## src/rtl/accum_mod2nm1.sv

```systemverilog
// Framed streaming accumulator modulo (2^width - 1) with end-around carry.
// Sums one operand per cycle and returns sum, count and saturation flag per frame.

package lau_pkg;
    typedef enum logic {FAST, SLOW} speed_e;
endpackage

module accum_mod2nm1 #(
    parameter int              width    = 8,
    parameter lau_pkg::speed_e speed    = lau_pkg::FAST,
    parameter int              cntWidth = 8,
    parameter bit              normZero = 1'b0
) (
    input  logic                CLK,
    input  logic                RST,
    input  logic                InValid,
    output logic                InReady,
    input  logic [width-1:0]    InData,
    input  logic                InLast,
    output logic                OutValid,
    input  logic                OutReady,
    output logic [width-1:0]    OutSum,
    output logic [cntWidth-1:0] OutCount,
    output logic                OutSat
);

    typedef enum logic [1:0] {IDLE, ACC, HOLD} state_e;

    localparam logic [cntWidth-1:0] CNT_ONE = cntWidth'(1);

    state_e              state, next_state;
    logic [width-1:0]    acc, acc_next;
    logic [cntWidth-1:0] cnt, cnt_next;
    logic                sat, sat_next;
    logic                in_xfer, out_xfer;

    // One's-complement add; FAST selects between a+b and a+b+1 on the carry,
    // SLOW feeds the carry back through a second increment.
    function automatic logic [width-1:0] add_mod(input logic [width-1:0] a,
                                                 input logic [width-1:0] b);
        logic [width:0] s0;
        logic [width:0] s1;
        s0 = {1'b0, a} + {1'b0, b};
        s1 = {1'b0, a} + {1'b0, b} + (width+1)'(1);
        if (speed == lau_pkg::FAST)
            return s0[width] ? s1[width-1:0] : s0[width-1:0];
        else
            return s0[width-1:0] + {{(width-1){1'b0}}, s0[width]};
    endfunction

    function automatic logic [cntWidth-1:0] sat_inc(input logic [cntWidth-1:0] c);
        return (c == '1) ? c : c + CNT_ONE;
    endfunction

    function automatic logic [width-1:0] norm_zero(input logic [width-1:0] a);
        return (normZero && (a == '1)) ? '0 : a;
    endfunction

    assign in_xfer  = InValid & InReady;
    assign out_xfer = OutValid & OutReady;

    always_comb begin
        next_state = state;
        acc_next   = acc;
        cnt_next   = cnt;
        sat_next   = sat;
        case (state)
            IDLE: begin
                if (in_xfer) begin
                    acc_next   = InData;
                    cnt_next   = CNT_ONE;
                    sat_next   = 1'b0;
                    next_state = InLast ? HOLD : ACC;
                end
            end
            ACC: begin
                if (in_xfer) begin
                    acc_next   = add_mod(acc, InData);
                    cnt_next   = sat_inc(cnt);
                    sat_next   = sat | (cnt == '1);
                    next_state = InLast ? HOLD : ACC;
                end
            end
            HOLD: begin
                if (out_xfer)
                    next_state = IDLE;
            end
            default: next_state = IDLE;
        endcase
    end

    // Result registers load only on entry to HOLD so they stay stable under backpressure.
    always_ff @(posedge CLK) begin
        if (RST) begin
            state    <= IDLE;
            acc      <= '0;
            cnt      <= '0;
            sat      <= 1'b0;
            OutSum   <= '0;
            OutCount <= '0;
            OutSat   <= 1'b0;
            OutValid <= 1'b0;
            InReady  <= 1'b0;
        end else begin
            state    <= next_state;
            acc      <= acc_next;
            cnt      <= cnt_next;
            sat      <= sat_next;
            InReady  <= (next_state != HOLD);
            OutValid <= (next_state == HOLD);
            if ((state != HOLD) && (next_state == HOLD)) begin
                OutSum   <= norm_zero(acc_next);
                OutCount <= cnt_next;
                OutSat   <= sat_next;
            end
        end
    end

endmodule

```

## config.mk

```make
export PLATFORM = sky130hd
export DESIGN_NAME = accum_mod2nm1
export DESIGN_NICKNAME = d
export VERILOG_FILES = /design/src/rtl/accum_mod2nm1.sv
export SDC_FILE = /design/constraint.sdc
export NUM_CORES = 1
export LEC_CHECK = 0
export CORE_MARGIN = 10
export CORE_UTILIZATION = 45
export CTS_BUF_LIST = sky130_fd_sc_hd__clkbuf_8
export DETAILED_ROUTE_END_ITERATION = 8
export HOLD_SLACK_MARGIN = 0.15
export PLACE_DENSITY_LB_ADDON = 0.12
export SYNTH_ARGS = -nofsm -noshare
export SYNTH_HDL_FRONTEND = slang
export SYNTH_SLANG_ARGS = --single-unit
```

## constraint.sdc

```tcl
create_clock -name CLK -period 3.3 [get_ports CLK]
set_clock_uncertainty 0.05 [all_clocks]
set_input_delay 0.495 -clock CLK [delete_from_list [all_inputs] [get_ports CLK]]
set_output_delay 0.495 -clock CLK [all_outputs]
set_load 0.05 [all_outputs]
```

==> impl_metrics.env, run 1 <==
export IMPL_result_of_the_run="finished clean"
export IMPL_rsz0062_at_grt="false"
export IMPL_antenna_found_initial=0
export IMPL_post_cts_resized_instances=0
export IMPL_yosysTopAreaCell="dfxtp_1"
export IMPL_power_ir_vdd_worst_v=0.0002935
export IMPL_synth_top_area_share_pct=33.63
export IMPL_max_stage_delay_ns=0.52
export IMPL_cts_hold_repair_buffers=0
export IMPL_vias=2104
export IMPL_endpoint_kind="flip-flop"
export IMPL_crit_slowest_cell="or4_1"
export IMPL_finalHoldWorstSlack_ns=0.4064
export IMPL_power_frac_clock_pct=39.6
export IMPL_dominant_register_cell_in_the_synthesized_netlist="dfxtp_1"
export IMPL_track_usage_pct=13.39
export IMPL_cts_path_max_buffers=2
export IMPL_final_max_slew_violation_count=0
export IMPL_postSynthRegisterBits=38
export IMPL_ys_warn_count=0
export IMPL_cellPowerDensity_mw_per_mm2=447.2
export IMPL_hold_path_startpoint="OutCount[6]"
export IMPL_chipWidth_um=90.90
export IMPL_grt_pass1_vias=1960
export IMPL_sum_of_buffers_and_inverters_on_the_critical_path=2
export IMPL_timing_hold_violations_final=0
export IMPL_synth_enable_flop_cells=0
export IMPL_setup_violations_final=0
export IMPL_postSynth_asyncResetShare_pct=0
export IMPL_worst_hold_endpoint="OutCount[6]"
export IMPL_sequential_cell_area_fraction_in_the_yosys_report_pct=33.63
export IMPL_number_of_antenna_repair_diodes=0
export IMPL_io_buffer_count=31
export IMPL_hold_path_class="flip-flop to flip-flop"
export IMPL_routed_via_density=5.671
export IMPL_setup_total_negative_slack_ns=0
export IMPL_netlist_area_mm2=0.002262
export IMPL_required_ns=3.44
export IMPL_post_synth_main_area_contributors="dfxtp_1 34%, ha_1 5.5%, nor2_1 4.8%"
export IMPL_first_pass_iters=5
export IMPL_cts_htree_levels=2
export IMPL_drt_iter0_markers=121
export IMPL_rows=25
export IMPL_drive_above_1_share_pct=10.86
export IMPL_combPwrFrac_pct=21.5
export IMPL_start_util_pct=47.27
export IMPL_dp_hpwl_um=4154
export IMPL_criticalPathCategory="input port to flip-flop"
export IMPL_core_area_mm2=0.004786
export IMPL_max_cap_violations=0
export IMPL_number_of_cells_on_the_critical_path=10
export IMPL_total_leakage_power_uw=0.001052
export IMPL_path_delay_family="simple AND/OR/NAND/NOR gates"
export IMPL_synth_cells_most_frequent="38 x dfxtp_1, 29 x nor2_1, 26 x nand2_1"
export IMPL_remaining_drc_errors=0
export IMPL_psw_uw=353.2
export IMPL_timing_reg2reg_setup_slack_ns=0.65
export IMPL_p_seq_share_pct=39.0
export IMPL_crit_path_cell_trace="clkdlybuf4s50_1 -> ha_1 -> inv_1 -> fa_1 -> and2b_1 -> o211a_4 -> o221ai_4 -> or4_1 -> and2_1 -> a31o_1"
export IMPL_post_cts_buffers=0
export IMPL_clock_fmax_ghz=0.3310
export IMPL_synthesis_area_per_instance_um2=8.347
export IMPL_io_pins=32
export IMPL_cts_reportedPaths_clkPinSlew_ns=0.08
export IMPL_timing_max_slew_rel_slack_pct=65.10
export IMPL_globalplace_congestion=0.8456
export IMPL_die_area_mm2=0.008263
export IMPL_rr_worst_depth=9
export IMPL_first_pass_grt_wire_length_um=9466
export IMPL_die_height_um=90.90
export IMPL_cts_sinks=38
export IMPL_detail_route_antenna_nets=0
export IMPL_synthDistinctLibCells=61
export IMPL_rr_endpoint="acc[4]"
export IMPL_clock_latency_on_the_worst_skew_pair_ns=0.29
export IMPL_globalRouteOverflowTotal=0
export IMPL_postSynthCellCount=271
export IMPL_tightest_slew_ns=0.5218
export IMPL_min_path_cells=2
export IMPL_yosys_cell_count_top_type="dfxtp_1"
export IMPL_grt_start_max_net_pins=34
export IMPL_area_delta_synth_final_pct=24.23
export IMPL_worstSetupStartpointType="input port"
export IMPL_dr_wl_cell_um=15.33
export IMPL_clockRootBuffer="clkbuf_8"
export IMPL_critical_path_reg2reg_startpoint="acc[0]"
export IMPL_power_total_uw=1257
export IMPL_tritoncts="yes"
export IMPL_min_period_over_period_pct=91.55
export IMPL_period_minus_slack_ns=3.021
export IMPL_internal_power_uw=903.6
export IMPL_critical_path_arrival_ns=3.16
export IMPL_switching_share_pct=28.10
export IMPL_net_count_of_the_mapped_netlist=295
export IMPL_cp_max_fo=4
export IMPL_route_final_wire_length_um=5688
export IMPL_layout_nets=327
export IMPL_tritoncts_buffers=5
==> cell usage in the layout, fill, tap and decap left out, drive strengths merged, types with 3 or more instances in the layout <==
cell type	netlist	routed
or3	4	4
clkdlybuf4s50	0	31
nand2	26	26
dfxtp	38	38
a211o	3	3
and3	7	7
nand3	3	3
clkbuf	15	6
nor2b	5	5
a21oi	18	18
buf	0	9
nor3	7	7
inv	7	7
ha	10	10
a311oi	3	3
a211oi	10	10
nor3b	4	4
nand4	3	3
a31oi	5	5
o211ai	9	9
nor2	30	30
or2	3	3
o21ai	15	15
o21a	5	5
xor2	4	4
==> worst max-delay path by stage <==
stage,start,end,slack [ns]
final,InData[0],acc[4],0.28
after global placement,InData[0],OutSum[4],0.03
after detailed placement,InData[0],acc[4],0.004
after global routing,InData[0],OutSum[4],0.18
after floorplan,InData[0],acc[4],0.63
after CTS,InData[0],acc[4],0.30
==> tightest hold or removal path, stage by stage, from the launching register on <==
cell and delay (ns):
dfxtp_1 0.31, nand2_1 0.05, a21oi_1 0.05
==> metrics by stage <==
| step | cell area (um^2) | cells | utilization [%] | worst slack [ns] |
|---|---|---|---|---|
| 2_1_floorplan | 2262 | 271 | - | 0.6343 |
| 3_3_place_gp | 2668 | 363 | 55.74 | 0.03050 |
| 3_5_place_dp | 2668 | 363 | 55.74 | 0.004279 |
| 4_1_cts | 2810 | 371 | 58.72 | 0.2954 |
| 5_1_grt | 2810 | 371 | 58.72 | 0.1805 |
| 6_report | 2810 | 371 | 58.72 | 0.2789 |
==> cell families after synthesis <==
| logic type | after synthesis | share of synthesized area [%] |
|---|---|---|
| simple gates | 103 | 23.73 |
| fa+ha+maj | 11 | 6.416 |
| compound gates | 87 | 28.60 |
| flops | 38 | 33.63 |
| mux | 4 | 1.880 |
| xor+xnor | 5 | 1.936 |
| buf+inv | 23 | 3.816 |
==> per-layer routing <==
layer | GRT usage, % | vias up | share of wire, % | wire length [um]
li1 | - | 1073 | - | -
met1 | 17.46 | 981 | 51 | 2878
met2 | 21.03 | 48 | 44 | 2501
met3 | 4.323 | 2 | 5.2 | 294
met4 | 2.872 | 0 | 0.23 | 13
met5 | 0 | - | 0 | 0
==> power groups by stage <==
stage / sequential, uW / combinational (uW) / clock (uW)
finish: 490 / 270 / 497
global route: 493 / 296 / 521
CTS: 490 / 270 / 503
detailed placement: 501 / 268 / 0
global placement: 500 / 267 / 0
floorplan: 530 / 157 / 0
==> final cells by class <==
type | instances | area, um^2
fillers | 449 | 1976
multi-input cells | 210 | 1415
flip-flops and latches | 38 | 760.7
repair buffers | 40 | 377.9
well taps | 67 | 83.83
clock buffers | 6 | 82.58
clock inverters | 2 | 60.06
inverters | 8 | 30.03
==> state kept, by name (all words and copies together), names as in the netlist <==
register / count
acc: 8
OutSum: 8
cnt: 8
sat: 1
OutValid: 1
OutSat: 1
OutCount: 8
state: 2
InReady: 1
Note: power is estimated with default switching activity, not from simulation.
==> run 2, diff against run 1 <==
Settings changed: CTS_BUF_LIST sky130_fd_sc_hd__clkbuf_8 to sky130_fd_sc_hd__clkbuf_16.
==> impl_metrics.env, run 2 (synthesis results as in run 1) <==
export IMPL_die_height_um=90.90
export IMPL_crit_path_cell_trace="clkdlybuf4s50_1 -> ha_1 -> inv_1 -> fa_1 -> and2b_1 -> o211a_4 -> o221ai_4 -> or4_1 -> and2_1 -> a31o_1"
export IMPL_placement_cell_area_mm2=0.002668
export IMPL_remaining_drc_errors=0
export IMPL_non_filler_cell_area_final_mm2=0.002856
export IMPL_power_frac_clock_pct=44.7
export IMPL_start_util_pct=47.27
export IMPL_min_path_cells=2
export IMPL_rr_worst_depth=9
export IMPL_vias=2101
export IMPL_tritoncts="yes"
export IMPL_final_max_slew_violation_count=0
export IMPL_dp_hpwl_um=4154
export IMPL_total_leakage_power_uw=0.001072
export IMPL_number_of_antenna_repair_diodes=0
export IMPL_rows=25
export IMPL_crit_slowest_cell="or4_1"
export IMPL_drt_iter0_markers=114
export IMPL_max_cap_violations=0
export IMPL_cts_sinks=38
export IMPL_period_minus_slack_ns=3.033
export IMPL_sum_of_buffers_and_inverters_on_the_critical_path=2
export IMPL_detail_route_antenna_nets=0
export IMPL_post_cts_resized_instances=0
export IMPL_power_total_uw=1378
export IMPL_hold_path_class="flip-flop to flip-flop"
export IMPL_finalHoldWorstSlack_ns=0.4022
export IMPL_layout_nets=327
export IMPL_criticalPathCategory="input port to flip-flop"
export IMPL_first_pass_grt_wire_length_um=9715
export IMPL_post_cts_buffers=0
export IMPL_die_area_mm2=0.008263
export IMPL_globalRouteOverflowTotal=0
export IMPL_globalplace_congestion=0.8456
export IMPL_cts_reportedPaths_clkPinSlew_ns=0.06
export IMPL_area_delta_synth_final_pct=26.27
export IMPL_required_ns=3.43
export IMPL_route_final_wire_length_um=5787
export IMPL_most_common_layout_cells="38 x dfxtp_1, 31 x clkdlybuf4s50_1, 29 x nor2_1"
export IMPL_first_pass_iters=4
export IMPL_timing_max_slew_rel_slack_pct=64.94
export IMPL_track_usage_pct=13.80
export IMPL_p_seq_share_pct=35.6
export IMPL_timing_hold_violations_final=0
export IMPL_setup_violations_final=0
export IMPL_setup_total_negative_slack_ns=0
export IMPL_combPwrFrac_pct=19.6
export IMPL_routed_via_density=5.663
export IMPL_mostFrequentLayoutCell="dfxtp_1"
export IMPL_chipWidth_um=90.90
export IMPL_antenna_found_initial=0
export IMPL_tritoncts_buffers=5
export IMPL_critical_path_arrival_ns=3.16
export IMPL_grt_start_max_net_pins=34
export IMPL_tightest_slew_ns=0.5242
export IMPL_power_ir_vdd_worst_v=0.0003078
export IMPL_io_buffer_count=31
export IMPL_switching_share_pct=26.54
export IMPL_cp_max_fo=4
export IMPL_clockRootBuffer="clkbuf_16"
export IMPL_path_delay_family="simple AND/OR/NAND/NOR gates"
export IMPL_cellPowerDensity_mw_per_mm2=482.3
export IMPL_grt_pass1_vias=2030
export IMPL_cts_hold_repair_buffers=0
export IMPL_clock_fmax_ghz=0.3297
export IMPL_endpoint_kind="flip-flop"
export IMPL_number_of_cells_on_the_critical_path=10
export IMPL_result_of_the_run="finished clean"
export IMPL_clock_latency_on_the_worst_skew_pair_ns=0.28
export IMPL_core_area_mm2=0.004786
export IMPL_min_period_over_period_pct=91.91
export IMPL_worstSetupStartpointType="input port"
export IMPL_io_pins=32
export IMPL_cts_path_max_buffers=2
export IMPL_drive_above_1_share_pct=10.53
export IMPL_internal_power_uw=1012
export IMPL_cts_htree_levels=2
export IMPL_max_stage_delay_ns=0.52
export IMPL_dr_wl_cell_um=15.60
export IMPL_rsz0062_at_grt="false"
export IMPL_psw_uw=365.5
[run 2: cell count changes in the layout (fill, tap and decap cells not counted), sizes merged]
cell,change
clkbuf,-1
clkinv,+1
[run 2: routing by layer]
metal  vias to the layer above  GRT usage, %  wire, um
met5                         -             0         0
met4                         0         3.655        53
met3                         7         4.239       276
met2                        36         22.12      2632
met1                       985         17.51      2824
li1                       1073             -         -
[run 2: path summary, 6_finish.rpt]
check / startpoint / endpoint / slack (ns)
min: OutCount[6] / OutCount[6] / 0.40
max reg2reg: acc[0] / acc[4] / 0.65
min reg2reg: OutCount[6] / OutCount[6] / 0.40
max: InData[0] / acc[4] / 0.27
[run 2: metrics by stage]
| step | instances | worst slack (ns) | utilization [%] |
|---|---|---|---|
| 2_1_floorplan | 271 | 0.6343 | - |
| 3_3_place_gp | 363 | 0.03050 | 55.74 |
| 3_5_place_dp | 363 | 0.004279 | 55.74 |
| 4_1_cts | 371 | 0.2811 | 59.69 |
| 5_1_grt | 371 | 0.1606 | 59.69 |
| 6_report | 371 | 0.2670 | 59.69 |
[run 2: tightest hold or removal path: stages, from the launching register on]
cell	delay, ns
dfxtp_1	0.31
nand2_1	0.05
a21oi_1	0.05
[run 2: layout make-up]
class                      count  area [um^2]
fill                         442         1929
inverter                       8        30.03
sequential                    38        760.7
clock buffer                   5        125.1
clock inverter                 3        63.81
tap                           67        83.83
timing repair buffer          40        377.9
multi-input combinational    210         1415
[run 2: power by group through the flow]
| stage | Clock, uW | Sequential [uW] | Combinational, uW |
|---|---|---|---|
| 2_1_floorplan | 0 | 530 | 157 |
| 3_3_place_gp | 0 | 500 | 267 |
| 3_5_place_dp | 0 | 501 | 268 |
| 4_1_cts | 625 | 491 | 271 |
| 5_1_grt | 643 | 493 | 296 |
| 6_report | 616 | 491 | 271 |
